**src/rtl/uart_tx_io_if.sv**
```systemverilog
// Bus port bundle for the uart_tx_io peripheral: qualified IO access, write
// mask/data, read strobe and the registered read data returned to the SoC.
interface uart_tx_io_if;
    logic        sel;
    logic [1:0]  addr;
    logic [3:0]  wmask;
    logic [31:0] wdata;
    logic        rstrb;
    logic [31:0] rdata;

    modport master (
        output sel,
        output addr,
        output wmask,
        output wdata,
        output rstrb,
        input  rdata
    );

    modport slave (
        input  sel,
        input  addr,
        input  wmask,
        input  wdata,
        input  rstrb,
        output rdata
    );
endinterface

```
**src/rtl/uart_tx_io.sv**
```systemverilog
// Memory-mapped 8N1 UART transmitter: byte FIFO fed by DATA writes, status and
// control registers, serialiser FSM and a TX-empty interrupt.
module uart_tx_io #(
    parameter int CLK_HZ     = 48000000,
    parameter int BAUD       = 115200,
    parameter int FIFO_DEPTH = 8
) (
    input  logic         clk,
    input  logic         reset,
    uart_tx_io_if.slave  bus,
    output logic         tx,
    output logic         irq
);
    localparam int DIV = CLK_HZ / BAUD;
    localparam int AW  = (FIFO_DEPTH > 1) ? $clog2(FIFO_DEPTH) : 1;
    localparam int CW  = AW + 1;
    localparam int BW  = (DIV > 2) ? $clog2(DIV) : 1;

    localparam logic [BW-1:0] BAUD_LAST = BW'(DIV - 1);
    localparam logic [BW-1:0] BAUD_ONE  = BW'(1);
    localparam logic [AW-1:0] PTR_ONE   = AW'(1);
    localparam logic [CW-1:0] CNT_ONE   = CW'(1);
    localparam logic [CW-1:0] DEPTH_C   = CW'(FIFO_DEPTH);

    typedef enum logic [1:0] {
        ST_IDLE  = 2'd0,
        ST_START = 2'd1,
        ST_DATA  = 2'd2,
        ST_STOP  = 2'd3
    } state_t;

    state_t          state_r;
    logic [7:0]      shift_r;
    logic [2:0]      bit_idx_r;
    logic [BW-1:0]   baud_cnt_r;
    logic            tx_r;

    logic [7:0]      mem_r [FIFO_DEPTH];
    logic [AW-1:0]   wr_ptr_r;
    logic [AW-1:0]   rd_ptr_r;
    logic [CW-1:0]   count_r;
    logic            overflow_r;
    logic            irq_en_r;
    logic [31:0]     rdata_r;

    logic            full_s;
    logic            empty_s;
    logic            busy_s;
    logic            baud_done_s;
    logic            wr_s;
    logic            push_req_s;
    logic            push_s;
    logic            pop_s;
    logic            status_rd_s;
    logic            ctrl_wr_s;
    logic [31:0]     rd_data_s;
    logic            unused_bits_s;

    function automatic logic [31:0] status_word(
        input logic          full,
        input logic          empty,
        input logic          busy,
        input logic          ovf,
        input logic [CW-1:0] cnt
    );
        logic [31:0] w;
        w       = 32'h0000_0000;
        w[0]    = full;
        w[1]    = empty;
        w[2]    = busy;
        w[3]    = ovf;
        w[12:8] = 5'(cnt);
        return w;
    endfunction

    assign full_s      = (count_r == DEPTH_C);
    assign empty_s     = (count_r == {CW{1'b0}});
    assign busy_s      = (state_r != ST_IDLE);
    assign baud_done_s = (baud_cnt_r == BAUD_LAST);

    assign wr_s        = bus.sel & bus.wmask[0];
    assign push_req_s  = wr_s & (bus.addr == 2'd0);
    // Fullness is judged before any same-cycle pop, so a push into a full FIFO is lost.
    assign push_s      = push_req_s & ~full_s;
    assign ctrl_wr_s   = wr_s & (bus.addr == 2'd2);
    assign status_rd_s = bus.sel & bus.rstrb & (bus.addr == 2'd1);

    // The serialiser takes a byte when idle, or straight out of a finished stop bit.
    assign pop_s = ~empty_s & ((state_r == ST_IDLE) | ((state_r == ST_STOP) & baud_done_s));

    assign unused_bits_s = ^{bus.wdata[31:8], bus.wmask[3:1]};

    // Read mux: selects the register image loaded into rdata on a read strobe.
    always_comb begin
        rd_data_s = 32'h0000_0000;
        case (bus.addr)
            2'd1:    rd_data_s = status_word(full_s, empty_s, busy_s, overflow_r, count_r);
            2'd2:    rd_data_s = {31'h0000_0000, irq_en_r};
            default: rd_data_s = 32'h0000_0000;
        endcase
    end

    // FIFO storage, pointers and occupancy count.
    always_ff @(posedge clk or negedge reset) begin
        if (!reset) begin
            for (int i = 0; i < FIFO_DEPTH; i++) begin
                mem_r[i] <= 8'h00;
            end
            wr_ptr_r <= {AW{1'b0}};
            rd_ptr_r <= {AW{1'b0}};
            count_r  <= {CW{1'b0}};
        end else begin
            if (push_s) begin
                mem_r[wr_ptr_r] <= bus.wdata[7:0];
                wr_ptr_r        <= wr_ptr_r + PTR_ONE;
            end
            if (pop_s) begin
                rd_ptr_r <= rd_ptr_r + PTR_ONE;
            end
            case ({push_s, pop_s})
                2'b10:   count_r <= count_r + CNT_ONE;
                2'b01:   count_r <= count_r - CNT_ONE;
                default: count_r <= count_r;
            endcase
        end
    end

    // Sticky overflow, interrupt enable and registered read data.
    always_ff @(posedge clk or negedge reset) begin
        if (!reset) begin
            overflow_r <= 1'b0;
            irq_en_r   <= 1'b0;
            rdata_r    <= 32'h0000_0000;
        end else begin
            if (push_req_s && full_s) begin
                overflow_r <= 1'b1;
            end else if (status_rd_s) begin
                overflow_r <= 1'b0;
            end
            if (ctrl_wr_s) begin
                irq_en_r <= bus.wdata[0];
            end
            if (bus.sel && bus.rstrb) begin
                rdata_r <= rd_data_s;
            end
        end
    end

    // Serialiser FSM: start bit, eight data bits LSB first, stop bit; tx is registered.
    always_ff @(posedge clk or negedge reset) begin
        if (!reset) begin
            state_r    <= ST_IDLE;
            shift_r    <= 8'h00;
            bit_idx_r  <= 3'd0;
            baud_cnt_r <= {BW{1'b0}};
            tx_r       <= 1'b1;
        end else begin
            case (state_r)
                ST_IDLE: begin
                    baud_cnt_r <= {BW{1'b0}};
                    if (pop_s) begin
                        shift_r <= mem_r[rd_ptr_r];
                        state_r <= ST_START;
                        tx_r    <= 1'b0;
                    end else begin
                        tx_r    <= 1'b1;
                    end
                end
                ST_START: begin
                    if (baud_done_s) begin
                        baud_cnt_r <= {BW{1'b0}};
                        bit_idx_r  <= 3'd0;
                        state_r    <= ST_DATA;
                        tx_r       <= shift_r[0];
                    end else begin
                        baud_cnt_r <= baud_cnt_r + BAUD_ONE;
                    end
                end
                ST_DATA: begin
                    if (baud_done_s) begin
                        baud_cnt_r <= {BW{1'b0}};
                        if (bit_idx_r == 3'd7) begin
                            state_r <= ST_STOP;
                            tx_r    <= 1'b1;
                        end else begin
                            shift_r   <= {1'b0, shift_r[7:1]};
                            bit_idx_r <= bit_idx_r + 3'd1;
                            tx_r      <= shift_r[1];
                        end
                    end else begin
                        baud_cnt_r <= baud_cnt_r + BAUD_ONE;
                    end
                end
                ST_STOP: begin
                    if (baud_done_s) begin
                        baud_cnt_r <= {BW{1'b0}};
                        if (pop_s) begin
                            shift_r <= mem_r[rd_ptr_r];
                            state_r <= ST_START;
                            tx_r    <= 1'b0;
                        end else begin
                            state_r <= ST_IDLE;
                            tx_r    <= 1'b1;
                        end
                    end else begin
                        baud_cnt_r <= baud_cnt_r + BAUD_ONE;
                    end
                end
                default: begin
                    state_r    <= ST_IDLE;
                    baud_cnt_r <= {BW{1'b0}};
                    tx_r       <= 1'b1;
                end
            endcase
        end
    end

    assign bus.rdata = rdata_r;
    assign tx        = tx_r;
    assign irq       = irq_en_r & empty_s & ~busy_s;

endmodule

```
**src/flat_wrapper.sv**
```systemverilog
// flat-port wrapper written by rule: the top's interface ports become plain ports
module uart_tx_io_flat 
#(
    parameter int CLK_HZ     = 48000000,
    parameter int BAUD       = 115200,
    parameter int FIFO_DEPTH = 8
)
  (clk, reset, tx, irq, bus_sel, bus_addr, bus_wmask, bus_wdata, bus_rstrb, bus_rdata);
  uart_tx_io_if bus_i ();
  input  logic clk;
  input  logic reset;
  output logic tx;
  output logic irq;
  input wire logic [$bits(bus_i.sel)-1:0] bus_sel;
  input wire logic [$bits(bus_i.addr)-1:0] bus_addr;
  input wire logic [$bits(bus_i.wmask)-1:0] bus_wmask;
  input wire logic [$bits(bus_i.wdata)-1:0] bus_wdata;
  input wire logic [$bits(bus_i.rstrb)-1:0] bus_rstrb;
  output wire logic [$bits(bus_i.rdata)-1:0] bus_rdata;
  assign bus_i.sel = bus_sel;
  assign bus_i.addr = bus_addr;
  assign bus_i.wmask = bus_wmask;
  assign bus_i.wdata = bus_wdata;
  assign bus_i.rstrb = bus_rstrb;
  assign bus_rdata = bus_i.rdata;
  uart_tx_io #(.CLK_HZ(CLK_HZ), .BAUD(BAUD), .FIFO_DEPTH(FIFO_DEPTH)) u_core (.clk(clk), .reset(reset), .bus(bus_i), .tx(tx), .irq(irq));
endmodule
```
**config.mk**
```make
export PLATFORM = sky130hd
export DESIGN_NAME = uart_tx_io_flat
export DESIGN_NICKNAME = d
export VERILOG_FILES = /design/src/rtl/uart_tx_io_if.sv /design/src/rtl/uart_tx_io.sv /design/src/flat_wrapper.sv
export SDC_FILE = /design/constraint.sdc
export NUM_CORES = 1
export LEC_CHECK = 0
export CORE_UTILIZATION = 59
export DETAILED_ROUTE_END_ITERATION = 10
export GPL_TIMING_DRIVEN = 1
export PLACE_DENSITY = 0.91
export SLEW_MARGIN = 10
export SYNTH_ARGS = -nofsm -noshare
export SYNTH_HDL_FRONTEND = slang
export SYNTH_SLANG_ARGS = --single-unit
```
**constraint.sdc**
```tcl
create_clock -name clk -period 8.5 [get_ports clk]
set_input_delay 0.85 -clock clk [delete_from_list [all_inputs] [get_ports clk]]
set_output_delay 0.85 -clock clk [all_outputs]
set_load 0.01 [all_outputs]
```
# After elaboration in Yosys (flattened, before gate mapping)

Index checks and enable logic that the tools add are counted.

Flip-flop bits (word level): 131
Input bits: 42
Output and inout port bits: 34
Word-level logic and storage cells: 110

Add/sub/neg operators: 6
Order comparisons: 3
Equal/unequal tests: 16
Multiplexer cells: 34
Bitwise gates (word level): 16
Reduce and logical (&&, ||, !) cells: 16

Operator list:

| operator                                                         | number |
|---|---|
| 64-bit bitwise mux                                               | 1 |
| 8-bit two-way mux                                                | 7 |
| 8-bit binary-select mux with 3-bit select                        | 1 |
| 8-bit demux with 3-bit select                                    | 1 |
| 12-bit one-hot mux with 2 select lines                           | 1 |
| 8-bit one-hot mux with 3 select lines                            | 1 |
| 9-bit one-hot mux with 2 select lines                            | 1 |
| 1-bit AND                                                        | 10 |
| 2-bit two-way mux                                                | 5 |
| 2-bit by 1-bit != test with 1-bit output (second input constant) | 5 |
| 3-bit by 1-bit adder with 3-bit output (second input constant)   | 3 |
| 9-bit by 1-bit adder with 9-bit output (second input constant)   | 1 |
| 9-bit == test (second input constant)                            | 1 |
| 3-bit two-way mux                                                | 3 |
| 9-bit two-way mux                                                | 1 |
| 2-bit == test (second input constant)                            | 4 |
| 4-bit >= comparator (second input constant)                      | 2 |
| 1-bit two-way mux                                                | 8 |
| 3-bit inverter with 4-bit output                                 | 2 |
| 2-bit one-hot mux with 4 select lines                            | 1 |
| 4-bit one-hot mux with 2 select lines                            | 1 |
| 4-bit AND reduction                                              | 2 |
| 2-bit nonzero test                                               | 4 |
| 2-bit by 1-bit == test with 1-bit output (second input constant) | 3 |
| other kinds (17)                                                 | 22 |

# Logic depth before layout (Yosys ltp)

Gate-level depths: netlist (run 1).

Depth after elaboration: 7
Gate-level depth with buffers: 12
Depth with buffers taken out: 12

# Worst setup path after synthesis (run 1)

Ideal clock, no wire load.

Path kind: input-to-reg
From: in bus_addr[0]
To: reg u_core.count_r[2]
Library setup time: 128 ps
Data arrival time: 2571 ps
Data required time: 8372 ps
Slack: 5801 ps
Cell stages on the path: 12
Path buffers: 0
Cells stage by stage: inv_1 > ha_1 > nand3_1 > a21oi_4 > inv_2 > ha_1 > xor2_1 > ha_1 > a21oi_1 > xor2_1 > nor2_1 > xor2_1

Cells in the longest elaborated chain, start to end: 5
Elaborated cells between the ends (all ways): 7
Classes of those cells: 2 x eq/ne; 1 x mux; 2 x bitwise; 2 x reduce/logical

RTL lines:

| item                                                                        | line               | RTL |
|---|---|---|
| start, declared                                                             | flat_wrapper.sv:15 | `input wire logic [$bits(bus_i.addr)-1:0] bus_addr;` |
| 2-bit zero test (*)                                                         | uart_tx_io.sv:82   | `assign push_req_s = wr_s & (bus.addr == 2'd0);` |
| 1-bit AND (*)                                                               | uart_tx_io.sv:82   |  |
| 1-bit AND (*)                                                               | uart_tx_io.sv:84   | `assign push_s = push_req_s & ~full_s;` |
| 2-bit by 1-bit == test with 1-bit output or 2-bit == test (tied branches)   | uart_tx_io.sv:120  | `case ({push_s, pop_s})` |
| 4-bit one-hot mux with 2 select lines or 2-bit nonzero test (tied branches) | n/a                |  |
| end signal, assigned                                                        | uart_tx_io.sv:121  | `2'b10: count_r <= count_r + CNT_ONE;` |
| end signal, assigned                                                        | uart_tx_io.sv:122  | `2'b01: count_r <= count_r - CNT_ONE;` |
| end signal, assigned                                                        | uart_tx_io.sv:123  | `default: count_r <= count_r;` |
| end, declared                                                               | uart_tx_io.sv:41   | `logic [CW-1:0] count_r;` |

Mark *: on every way between the ends. The rest lies on a longest branch, timed or not.
A chain may end at the register's enable or synchronous reset.

# Final worst setup path (run 1)

From: reg u_core.baud_cnt_r[0]
To: reg u_core.count_r[2]

Cells in the longest elaborated chain, start to end: 6
Elaborated cells between the ends (all ways): 8
Classes of those cells: 3 x eq/ne; 1 x mux; 3 x bitwise; 1 x reduce/logical

RTL lines:

| item                                                                        | line              | RTL |
|---|---|---|
| start, declared                                                             | uart_tx_io.sv:35  | `logic [BW-1:0] baud_cnt_r;` |
| start signal, assigned                                                      | uart_tx_io.sv:155 | `baud_cnt_r <= {BW{1'b0}};` |
| start signal, assigned                                                      | uart_tx_io.sv:160 | `baud_cnt_r <= {BW{1'b0}};` |
| start signal, assigned                                                      | uart_tx_io.sv:171 | `baud_cnt_r <= {BW{1'b0}};` |
| 9-bit == test (*)                                                           | uart_tx_io.sv:79  | `assign baud_done_s = (baud_cnt_r == BAUD_LAST);` |
| 1-bit AND (*)                                                               | uart_tx_io.sv:89  | `assign pop_s = ~empty_s & ((state_r == ST_IDLE) \| ((state_r == ST_STOP) & baud_done_s));` |
| 1-bit OR (*)                                                                | uart_tx_io.sv:89  |  |
| 1-bit AND (*)                                                               | uart_tx_io.sv:89  |  |
| 2-bit by 1-bit == test with 1-bit output or 2-bit == test (tied branches)   | uart_tx_io.sv:120 |  |
| 4-bit one-hot mux with 2 select lines or 2-bit nonzero test (tied branches) | n/a               |  |

Marks and branches as above.

==> results of run 1 <==
-- worst max-delay path, stage by stage, from the launching register on --
cell,delay (ns)
sky130_fd_sc_hd__dfrtp_1,0.40
sky130_fd_sc_hd__ha_1,0.22
sky130_fd_sc_hd__nand4_1,0.22
sky130_fd_sc_hd__or2_2,0.41
sky130_fd_sc_hd__o21ai_2,0.77
sky130_fd_sc_hd__ha_1,0.42
sky130_fd_sc_hd__xor2_1,0.11
sky130_fd_sc_hd__ha_1,0.20
sky130_fd_sc_hd__a21oi_1,0.15
sky130_fd_sc_hd__xor2_1,0.16
sky130_fd_sc_hd__nor2_1,0.06
sky130_fd_sc_hd__xor2_1,0.14
-- final timing paths --
kind / to / depth (start not counted)
min reg2reg: u_core.bus.rdata[10] / 2
max reg2reg: u_core.count_r[2] / 11
min: u_core.bus.rdata[10] / 1
max in group asynchronous: u_core.mem_r[48] / 2
max: u_core.count_r[2] / 11
min in group clk: u_core.bus.rdata[10] / 2
-- cells in the final DEF, fill, tap and decap left out, types with 3 or more instances in the layout --
cell                                n
sky130_fd_sc_hd__nand2_1           38
sky130_fd_sc_hd__clkdlybuf4s50_1   23
sky130_fd_sc_hd__nor2b_1            3
sky130_fd_sc_hd__conb_1            24
sky130_fd_sc_hd__o21ai_0           17
sky130_fd_sc_hd__nor4_1             3
sky130_fd_sc_hd__inv_1              8
sky130_fd_sc_hd__nor2_1            10
sky130_fd_sc_hd__clkbuf_8           9
sky130_fd_sc_hd__a21oi_1           10
sky130_fd_sc_hd__o22ai_1            6
sky130_fd_sc_hd__inv_6              3
sky130_fd_sc_hd__or2_2              3
sky130_fd_sc_hd__nand3_1            7
sky130_fd_sc_hd__nand4_1            3
sky130_fd_sc_hd__xnor2_1            7
sky130_fd_sc_hd__ha_1              15
sky130_fd_sc_hd__mux2i_1           14
sky130_fd_sc_hd__dfrtp_1          106
sky130_fd_sc_hd__mux2_2            69
sky130_fd_sc_hd__xor2_1             8
sky130_fd_sc_hd__mux4_2            16
sky130_fd_sc_hd__nor3_1             7
-- logic make-up (layout without fill, tap and decap cells) --
logic type / after synthesis / in the layout
AOI/OAI and AO/OA: 45 / 45
adders and majority gates: 15 / 15
other: 1 / 24
muxes: 99 / 99
xor gates and xnor gates: 15 / 15
buffers and inverters: 50 / 50
and+or+nand+nor: 93 / 93
DFF: 107 / 107
-- power by group through the flow --
stage | registers, W | clock network [W] | logic [W]
6_report | 0.000853 | 0.000316 | 0.000649
4_1_cts | 0.000854 | 0.000321 | 0.000654
3_3_place_gp | 0.000849 | 0 | 0.000613
3_5_place_dp | 0.000864 | 0 | 0.000648
5_1_grt | 0.000880 | 0.000339 | 0.000715
2_1_floorplan | 0.000756 | 0 | 0.000606
-- cell type report --
cell class / count / area, µm² / area share, %
clock buffer: 9 / 124 / 2.14
sequential: 107 / 2680 / 46.4
tap: 108 / 135 / 2.34
inverter: 10 / 37.5 / 0.649
multi-input combinational: 291 / 2490 / 43.0
clock inverter: 6 / 71.3 / 1.23
timing repair buffer: 25 / 245 / 4.24
-- layer usage --
metal  track usage, %  part of all wire, %  up-vias  routed length, µm
met1             28.1                   43     1658               4150
met4             8.26                  2.2        0                217
met3             4.10                  3.8       18                372
met5                0                    0        -                  0
li1                 -                    -     1528                  -
met2             36.5                   51       84               4960
-- state kept, by name (all words and copies together), names as in the netlist --
signal and flops:
u_core.mem_r 64, u_core.baud_cnt_r 9, u_core.bus.rdata 8, u_core.shift_r 8, u_core.count_r 4, u_core.bit_idx_r 3
u_core.rd_ptr_r 3, u_core.wr_ptr_r 3, u_core.state_r 2, u_core.irq_en_r 1, u_core.overflow_r 1, u_core.tx 1
-- metrics by stage --
step | area, µm² | worst slack [ns]
global route | 5780 | 4.92
floorplan | 5450 | 5.80
global placement | 5580 | 5.19
finish | 5780 | 5.13
detailed placement | 5580 | 5.11
CTS | 5780 | 5.13
==> impl_results.rst, run 1 <==
.. list-table::
   :header-rows: 1

   * - Metric
     - Value
   * - Run status
     - finished clean
   * - Global-route usage over all layers
     - between 20% and 30%
   * - Clock period minus final worst setup slack
     - between 3 and 4 ns
   * - Layout Skew
     - between 0.007 and 0.008 ns
   * - Global-route wire length before repair
     - ~16000 µm
   * - Fin nets
     - approximately 500
   * - Share of async-settable or async-resettable flops after synthesis
     - 100%
   * - Biggest fanout along the worst timing path
     - 16
   * - Fraction of the mapped netlist area in compound gates
     - between 5 and 6%
   * - Synthesized netlist cell count
     - between 400 and 500
   * - Critical path required time
     - around 9 ns
   * - Fillers
     - about 640
   * - Aggregate routed wire length
     - 9700 µm
   * - Max-slew violation total from the final report
     - 0
   * - Final setup violation count
     - 0
   * - Layout cells sized above 1
     - between 20% and 30%
   * - Cell Int Power
     - 0.00117 W
   * - Detailed-route wire length per cell
     - 17.4 µm
   * - Ports placed on the boundary
     - 76
   * - Commonest cells post-synth
     - sky130_fd_sc_hd__dfrtp_1 (106), sky130_fd_sc_hd__mux2_2 (69), sky130_fd_sc_hd__nand2_1 (38)
   * - Number of distinct library cell variants in the gate-level netlist after synthesis
     - between 40 and 50
   * - Post-Syn Area
     - 5370 µm²
   * - Post-Route Setup TNS
     - 0 ns
   * - H-tree lvl count
     - 3
   * - Post-synthesis average cell area
     - 12.6 µm²
   * - TritonCTS clock tree
     - yes
   * - Number of antenna violations at the first check in global routing
     - 0
   * - Width of the die
     - a little under 100 µm
   * - Floorplan die area
     - 9480 µm²
   * - Source of the worst register-to-register timing path
     - u_core.baud_cnt_r[0]
   * - Combinational share of power
     - between 30% and 40%
   * - Number of design rule violations left after detail routing
     - 0
   * - Largest net degree at the start of global routing
     - 68
   * - Number of inserted diodes
     - 0
   * - Sequential area share after synthesis
     - roughly 50%
   * - Post-CTS Resized
     - 0
   * - Maximum vdd ir drop
     - about 0.00021 V
   * - Initial core utilization
     - between 60 and 70%
   * - Total instance count after detailed placement
     - about 540
   * - Gr ovfl total
     - 0
   * - CP arrival
     - around 3.6 ns
   * - Root buffer selected by CTS
     - sky130_fd_sc_hd__clkbuf_8
   * - Antenna-violating nets left
     - 0
   * - Via-per-instance ratio
     - 5.91
   * - Post-layout total power
     - 0.00182 W
   * - Source-to-sink clock delay at the later pin of the worst-skew pair
     - 0.37 ns
   * - P per Cell Area
     - ~310 nW/µm²
   * - Final period util
     - around 40%
   * - Cell Count, Final, Fillers Out
     - roughly 560
   * - Number of storage elements in the synthesis netlist
     - 107
   * - Maximum operating frequency
     - 297 MHz
   * - Share of cell area taken by muxes after synthesis
     - a little under a quarter
   * - Number of synthesized flops with an enable pin
     - 0
   * - Synth Area in Simple Gates
     - 9.63%
   * - Number of placement rows
     - 34
   * - Share of the synthesized area in the top cell type
     - about half
   * - CP Class
     - flip-flop to flip-flop
   * - DRT iter0 DRCs
     - approximately 160
   * - Area delta synth->final
     - 7.72%
   * - Startpoint Class
     - flip-flop
   * - Net switching power of the design
     - around 0.00065 W
   * - Element type at the critical path end
     - flip-flop
   * - Detailed-route via count
     - 3288
   * - Sw frac
     - between 30% and 40%
   * - Number of warnings reported in the yosys synthesis log
     - 0
   * - Rel. slew slack
     - a little under a quarter
   * - Fraction of synthesized cell area in xor and xnor cells
     - 2.45%
   * - Combinational family with the most area after synthesis
     - multiplexers
   * - Most area-hungry cell type in the Yosys netlist
     - sky130_fd_sc_hd__dfrtp_1
   * - Hold buffer count at CTS
     - 0
   * - Setup repair after global routing missed its margin
     - false
   * - Top area cells in the synthesized netlist
     - sky130_fd_sc_hd__dfrtp_1 (49%), sky130_fd_sc_hd__mux2_2 (14%), sky130_fd_sc_hd__mux4_2 (6.7%)
   * - Via count of the first global-routing pass
     - approximately 3300
   * - Sum of net half-perimeters after detailed placement
     - ~6400 µm
   * - Core footprint
     - about 8800 µm²
   * - Worst Setup SP
     - u_core.baud_cnt_r[0]
   * - PortBufs
     - 24
   * - Fraction of power consumed by the clock network
     - between 10% and 20%
   * - Number of buffers on the longest clock path
     - 2
   * - Adder-cell share of the synthesized area
     - under 10%
   * - Worst R2R Setup Slack
     - a little over 5 ns
   * - Worst-margin pin slew
     - between 1 and 1.5 ns
   * - Clock sinks
     - between 100 and 150
   * - Number of buffers inserted by post-CTS setup repair
     - 0
   * - Maxcap violations
     - 0
   * - Hold WS
     - around 0.45 ns
   * - Final hold violation count
     - 0
   * - End-of-flow core utilization
     - about 66%
   * - Final weighted congestion in routability-driven placement
     - a little under 0.8
   * - Clock-pin slew of the registers on the worst-case setup and hold paths
     - approximately 0.1 ns
   * - 1st-pass router iterations
     - 4
   * - Clock buffers created by TritonCTS
     - 9
   * - Total leakage power
     - about 2.7 nW
   * - Cell with the most instances after synthesis
     - sky130_fd_sc_hd__dfrtp_1
   * - Worst Hold Class
     - input port to asynchronous set/reset pin
   * - Share of power burned in registers
     - between 40% and 50%
   * - Main flop type after synthesis
     - sky130_fd_sc_hd__dfrtp_1
   * - Die Ht
     - around 97 µm
Note: power is estimated with default switching activity, not from simulation.
==> run 2: changes to the inputs <==
- CORE_UTILIZATION: 59 -> 50
- PLACE_DENSITY: 0.91 -> 0.83
- clock period: 8.5 -> 3 ns (I/O delays scaled with it)
==> run 2 against run 1 <==
Clock skew increased by 0.0045 ns. Sequential power grew to 2.8 times the previous value. Final area increased by 2.8%. Power grew to 2.9 times the previous value. First-iteration DRC count rose by 4.5%. Global-route usage down 2.5 points. Fmax grew 21%. Combinational power increased to 3.1 times the previous value.
==> impl_results.rst, run 2 (same netlist as run 1, synthesis figures left out) <==
.. list-table::
   :header-rows: 1

   * - Metric
     - Value
   * - Worst Hold Class
     - input port to asynchronous set/reset pin
   * - Largest registers
     - u_core.mem_r (64), u_core.baud_cnt_r (9)
   * - Final setup violation count
     - 0
   * - Number of design rule violations left after detail routing
     - 0
   * - Finished Cell Area
     - ~5900 µm²
   * - Global-route usage over all layers
     - between 15 and 20%
   * - Largest net degree at the start of global routing
     - slightly below 90
   * - Maximum vdd ir drop
     - 0.000501 V
   * - Post-CTS Resized
     - 0
   * - Number of inserted diodes
     - 0
   * - Total leakage power
     - between 2 and 3 nW
   * - Gr ovfl total
     - 0
   * - Largest register FFs
     - 64
   * - Via-per-instance ratio
     - roughly 5.5
   * - CP arrival
     - about 3.0 ns
   * - Rel. slew slack
     - about 22%
   * - Number of buffers on the longest clock path
     - 2
   * - Number of placement rows
     - 37
   * - Via count of the first global-routing pass
     - between 3000 and 4000
   * - P per Cell Area
     - 875 nW/µm²
   * - Post-Route Setup TNS
     - 0 ns
   * - Source-to-sink clock delay at the later pin of the worst-skew pair
     - ~0.37 ns
   * - Aggregate routed wire length
     - ~9800 µm
   * - Slowest cell delay on critical path
     - roughly 0.9 ns
   * - Width of the die
     - roughly 110 µm
   * - TritonCTS clock tree
     - yes
   * - DRT iter0 DRCs
     - between 150 and 200
   * - Maxcap violations
     - 0
   * - Layout cells sized above 1
     - between 20% and 30%
   * - Crit-path slowest cell
     - sky130_fd_sc_hd__o31ai_2
   * - Element type at the critical path end
     - flip-flop
   * - Biggest fanout along the worst timing path
     - 18
   * - Maximum operating frequency
     - approximately 360 MHz
   * - Root buffer selected by CTS
     - sky130_fd_sc_hd__clkbuf_8
   * - PortBufs
     - 24
   * - Floorplan die area
     - 11100 µm²
   * - Layout Skew
     - 0.0118 ns
   * - Setup repair after global routing missed its margin
     - false
   * - Reg with most FFs
     - u_core.mem_r
   * - Most common cell after layout, fill and taps aside
     - sky130_fd_sc_hd__dfrtp_1
   * - Max-slew violation total from the final report
     - 0
   * - Clock-pin slew of the registers on the worst-case setup and hold paths
     - 0.11 ns
   * - Global-route wire length before repair
     - ~17000 µm
   * - Startpoint Class
     - flip-flop
   * - Detailed-route wire length per cell
     - 16.3 µm
   * - Critical path required time
     - about 3.3 ns
   * - Detailed-route via count
     - roughly 3300
   * - Final period util
     - between 90 and 100%
   * - Antenna-violating nets left
     - 0
   * - CP Class
     - flip-flop to flip-flop
   * - Clock buffers created by TritonCTS
     - 9
   * - Number of antenna violations at the first check in global routing
     - 0
   * - Final weighted congestion in routability-driven placement
     - just over 0.8
   * - Placed Instance Area
     - roughly 5700 µm²
   * - End-of-flow core utilization
     - a little under three fifths
   * - Core footprint
     - a little over 10000 µm²
   * - Ports placed on the boundary
     - 76
   * - Area delta synth->final
     - 10.7%
   * - FF-to-FF path depth
     - 7
   * - 1st-pass router iterations
     - 4
   * - Fillers
     - ~830
   * - Cells traversed along the worst timing path
     - inv_1 -> ha_1 -> a21o_1 -> o31ai_2 -> nand2_1 -> o22ai_1 -> a21oi_1
   * - Run status
     - finished clean
   * - Worst-margin pin slew
     - roughly 1.2 ns
   * - H-tree lvl count
     - 3
   * - Clock sinks
     - between 100 and 150
   * - Fin nets
     - just over 500
   * - Initial core utilization
     - about 52%
   * - Clock period minus final worst setup slack
     - 2.78 ns
   * - Die Ht
     - approximately 110 µm
   * - Final hold violation count
     - 0
   * - Sum of net half-perimeters after detailed placement
     - between 6000 and 7000 µm
   * - Top library cells by usage in the layout, fill and taps aside
     - sky130_fd_sc_hd__dfrtp_1 (106), sky130_fd_sc_hd__mux2_2 (69), sky130_fd_sc_hd__nand2_1 (38), sky130_fd_sc_hd__conb_1 (24), sky130_fd_sc_hd__clkdlybuf4s50_1 (23)
[run 2: changes by cell type in the layout (fill, tap and decap cells not counted), sizes merged]
cell / change
clkinv: +2
clkbuf: +1
bufinv: -1
clkinvlp: -1
dlygate4sd3: +1
buf: +14
[run 2: critical path, delay by kind of cell, from the launching register on]
kind / cells / cell delay [ns]
AO/OA/AOI/OAI: 4 / 1.46
adder cells (fa/ha/maj): 1 / 0.32
buffers and inverters: 1 / 0.09
flip-flops: 1 / 0.42
AND/OR/NAND/NOR: 1 / 0.37
[run 2: layout make-up]
class                   instances  area (µm²)  share of cell area [%]
inverters                      10        37.5                   0.632
clock buffers                  10         138                    2.32
flip-flops and latches        107        2680                    45.1
repair buffers                 40         373                    6.28
well taps                     136         170                    2.86
clock inverters                 6        56.3                   0.948
multi-input cells             291        2490                    41.9
[run 2: path summary, 6_finish.rpt]
path	start	endpoint	slack, ns
max	u_core.state_r[0]	u_core.shift_r[2]	0.22
min in group clk	u_core.overflow_r	u_core.overflow_r	0.49
max reg2reg	u_core.state_r[0]	u_core.shift_r[2]	0.22
max in group asynchronous	reset	u_core.mem_r[31]	1.88
min reg2reg	u_core.overflow_r	u_core.overflow_r	0.49
min	reset	u_core.bus.rdata[10]	0.37
[run 2: where the power goes]
| part | switching (W) | leakage, nW | internal (W) |
|---|---|---|---|
| clock | 0.000515 | 0.0969 | 0.000342 |
| combinational | 0.000912 | 1.23 | 0.00107 |
| sequential | 0.000455 | 1.41 | 0.00191 |
| total | 0.00188 | 2.74 | 0.00332 |
[run 2: per-stage QoR]
step	total power (W)	setup WS [ns]	instances	hold slack, ns
floorplan	0.00386	0.318	448	0.00441
global placement	0.00422	0.393	583	0.200
detailed placement	0.00437	0.332	583	0.215
CTS	0.00524	0.263	600	0.351
global route	0.00557	0.0616	600	0.366
finish	0.00520	0.222	600	0.367
[run 2: routing by layer]
layer	global-route usage [%]	part of all wire [%]	vias up
met5	0	0	-
li1	-	-	1544
met2	32.5	51	61
met1	24.9	45	1673
met3	4.82	3.3	12
met4	4.66	1.3	0
[run 2: what timing repair did]
| item | CTS | global route |
|---|---|---|
| endpoints found under the hold margin | 21 | 0 |
| hold buffers | 1 | 0 |
| buffers inserted | 0 | 0 |
==> run 3: changes to the inputs <==
- SETUP_SLACK_MARGIN: unset -> 0.3
==> run 3 against run 2 <==
Combinational power grew 3%. Fmax grew 9.6%. Worst setup slack gained 0.24 ns. Highest routed layer unchanged. Largest power group unchanged. Critical path type unchanged.
==> impl_results.rst, run 3 (same netlist as run 1, synthesis figures left out) <==
.. list-table::
   :header-rows: 1

   * - Metric
     - Value
   * - Run status
     - finished clean
   * - Reg with most FFs
     - u_core.mem_r
   * - Maximum vdd ir drop
     - about 0.00050 V
   * - Number of placement rows
     - 37
   * - Final hold violation count
     - 0
   * - Startpoint Class
     - flip-flop
   * - Fin nets
     - 518
   * - Clock-pin slew of the registers on the worst-case setup and hold paths
     - approximately 0.11 ns
   * - TritonCTS clock tree
     - yes
   * - Global-route wire length before repair
     - approximately 17000 µm
   * - Core footprint
     - a little over 10000 µm²
   * - CP Class
     - flip-flop to flip-flop
   * - Via count of the first global-routing pass
     - 3365
   * - Final setup violation count
     - 0
   * - Maximum operating frequency
     - roughly 390 MHz
   * - Most common cell after layout, fill and taps aside
     - sky130_fd_sc_hd__dfrtp_1
   * - Worst Setup SP
     - u_core.baud_cnt_r[0]
   * - Global-route usage over all layers
     - between 15 and 20%
   * - Clock sinks
     - approximately 110
   * - Largest net degree at the start of global routing
     - 87
   * - Number of antenna violations at the first check in global routing
     - 0
   * - FF-to-FF path depth
     - 8
   * - Maxcap violations
     - 0
   * - Worst Hold Class
     - input port to asynchronous set/reset pin
   * - Area delta synth->final
     - 11.7%
   * - Hold WS
     - ~0.36 ns
   * - Largest register FFs
     - 64
   * - Final period util
     - between 80% and 90%
   * - Root buffer selected by CTS
     - sky130_fd_sc_hd__clkbuf_8
   * - Critical path endpoint
     - u_core.count_r[3]
   * - Worst-margin pin slew
     - 0.741 ns
   * - Biggest fanout along the worst timing path
     - 15
   * - Source-to-sink clock delay at the later pin of the worst-skew pair
     - between 0.3 and 0.4 ns
   * - P per Cell Area
     - between 800 and 900 nW/µm²
   * - Gr ovfl total
     - 0
   * - Rel. slew slack
     - about half
   * - Worst R2R Setup Slack
     - around 0.47 ns
   * - Width of the die
     - ~110 µm
   * - Floorplan die area
     - approximately 11000 µm²
   * - Number of inserted diodes
     - 0
   * - Max-slew violation total from the final report
     - 0
   * - Die Ht
     - approximately 110 µm
   * - Initial core utilization
     - between 50% and 60%
   * - CP arrival
     - 2.83 ns
   * - Clock buffers created by TritonCTS
     - 9
   * - Total leakage power
     - about 2.8 nW
   * - Element type at the critical path end
     - flip-flop
   * - Critical path required time
     - between 3 and 4 ns
   * - Antenna-violating nets left
     - 0
   * - Ports placed on the boundary
     - 76
   * - Post-Route Setup TNS
     - 0 ns
   * - Worst r2r dst
     - u_core.count_r[3]
   * - Sum of net half-perimeters after detailed placement
     - between 6000 and 7000 µm
   * - Top library cells by usage in the layout, fill and taps aside
     - sky130_fd_sc_hd__dfrtp_1 (106), sky130_fd_sc_hd__mux2_2 (69), sky130_fd_sc_hd__nand2_1 (38), sky130_fd_sc_hd__conb_1 (24), sky130_fd_sc_hd__clkdlybuf4s50_1 (23)
   * - Layout Skew
     - ~0.012 ns
   * - H-tree lvl count
     - 3
   * - Number of buffers on the longest clock path
     - 2
   * - PortBufs
     - 24
   * - Clock period minus final worst setup slack
     - 2.53 ns
   * - Setup repair after global routing missed its margin
     - false
   * - Final weighted congestion in routability-driven placement
     - a little over 0.8
   * - 1st-pass router iterations
     - 4
   * - Largest registers
     - u_core.mem_r (64), u_core.baud_cnt_r (9)
   * - Number of design rule violations left after detail routing
     - 0
   * - Source of the worst register-to-register timing path
     - u_core.baud_cnt_r[0]
   * - Detailed-route via count
     - around 3300
   * - Aggregate routed wire length
     - around 10000 µm
   * - Layout cells sized above 1
     - between 20% and 30%
   * - DRT iter0 DRCs
     - roughly 170
   * - Via-per-instance ratio
     - around 5.5
   * - Detailed-route wire length per cell
     - about 17 µm
run 3: cell types whose count changed in the layout (fill, tap and decap cells not counted), sizes merged:
cell / delta
buf: +2
run 3: what timing repair did:
| action | 4_1_cts | 5_1_grt |
|---|---|---|
| pin swaps | 0 | 1 |
| hold buffers | 1 | 0 |
| hold endpoints to repair | 21 | 0 |
| resized for setup | 0 | 6 |
| endpoints found under the setup margin | 2 | 9 |
| buffers inserted | 0 | 2 |
run 3: final cells by class:
cell class | instances | area (µm²)
clock buffers | 10 | 138
well taps | 136 | 170
fillers | 828 | 4380
multi-input cells | 291 | 2520
inverters | 10 | 37.5
clock inverters | 6 | 56.3
repair buffers | 42 | 392
flip-flops and latches | 107 | 2680
run 3: per-layer routing:
| layer | up-vias | GRT usage, % | wire length (µm) |
|---|---|---|---|
| met5 | - | 0 | 0 |
| met4 | 0 | 4.66 | 138 |
| met3 | 15 | 4.82 | 379 |
| met2 | 78 | 32.5 | 5050 |
| met1 | 1695 | 24.9 | 4400 |
| li1 | 1548 | - | - |
run 3: how the worst min path moves through the flow:
stage               start                    to  slack, ns
global placement    reset   u_core.bus.rdata[8]       0.20
floorplan           reset  u_core.baud_cnt_r[0]      0.004
finish              reset  u_core.bus.rdata[10]       0.36
CTS                 reset      u_core.mem_r[18]       0.35
global route        reset      u_core.mem_r[18]       0.37
detailed placement  reset   u_core.bus.rdata[8]       0.22
run 3: worst max-delay path: stages (launching register included):
cell                      delay [ns]
sky130_fd_sc_hd__dfrtp_1        0.41
sky130_fd_sc_hd__ha_1           0.22
sky130_fd_sc_hd__nand4_1        0.18
sky130_fd_sc_hd__or2_2          0.40
sky130_fd_sc_hd__o21ai_4        0.22
sky130_fd_sc_hd__buf_6          0.22
sky130_fd_sc_hd__ha_1           0.31
sky130_fd_sc_hd__nor4_2         0.32
sky130_fd_sc_hd__xor2_1         0.17
run 3: per-stage QoR:
step	worst slack, ns	power (W)	utilization, %	cells	instance area, µm²
after floorplan	0.318	0.00386	-	448	5450
after global placement	0.393	0.00422	55.3	583	5740
after detailed placement	0.332	0.00437	55.3	583	5740
after CTS	0.263	0.00524	57.3	600	5940
after global routing	0.289	0.00563	57.8	602	5990
final	0.465	0.00526	57.8	602	5990
run 3: where the power goes:
| part | leakage, nW | switching, W | internal (W) |
|---|---|---|---|
| logic | 1.24 | 0.000942 | 0.00110 |
| registers | 1.41 | 0.000459 | 0.00191 |
| clock network | 0.0969 | 0.000517 | 0.000342 |
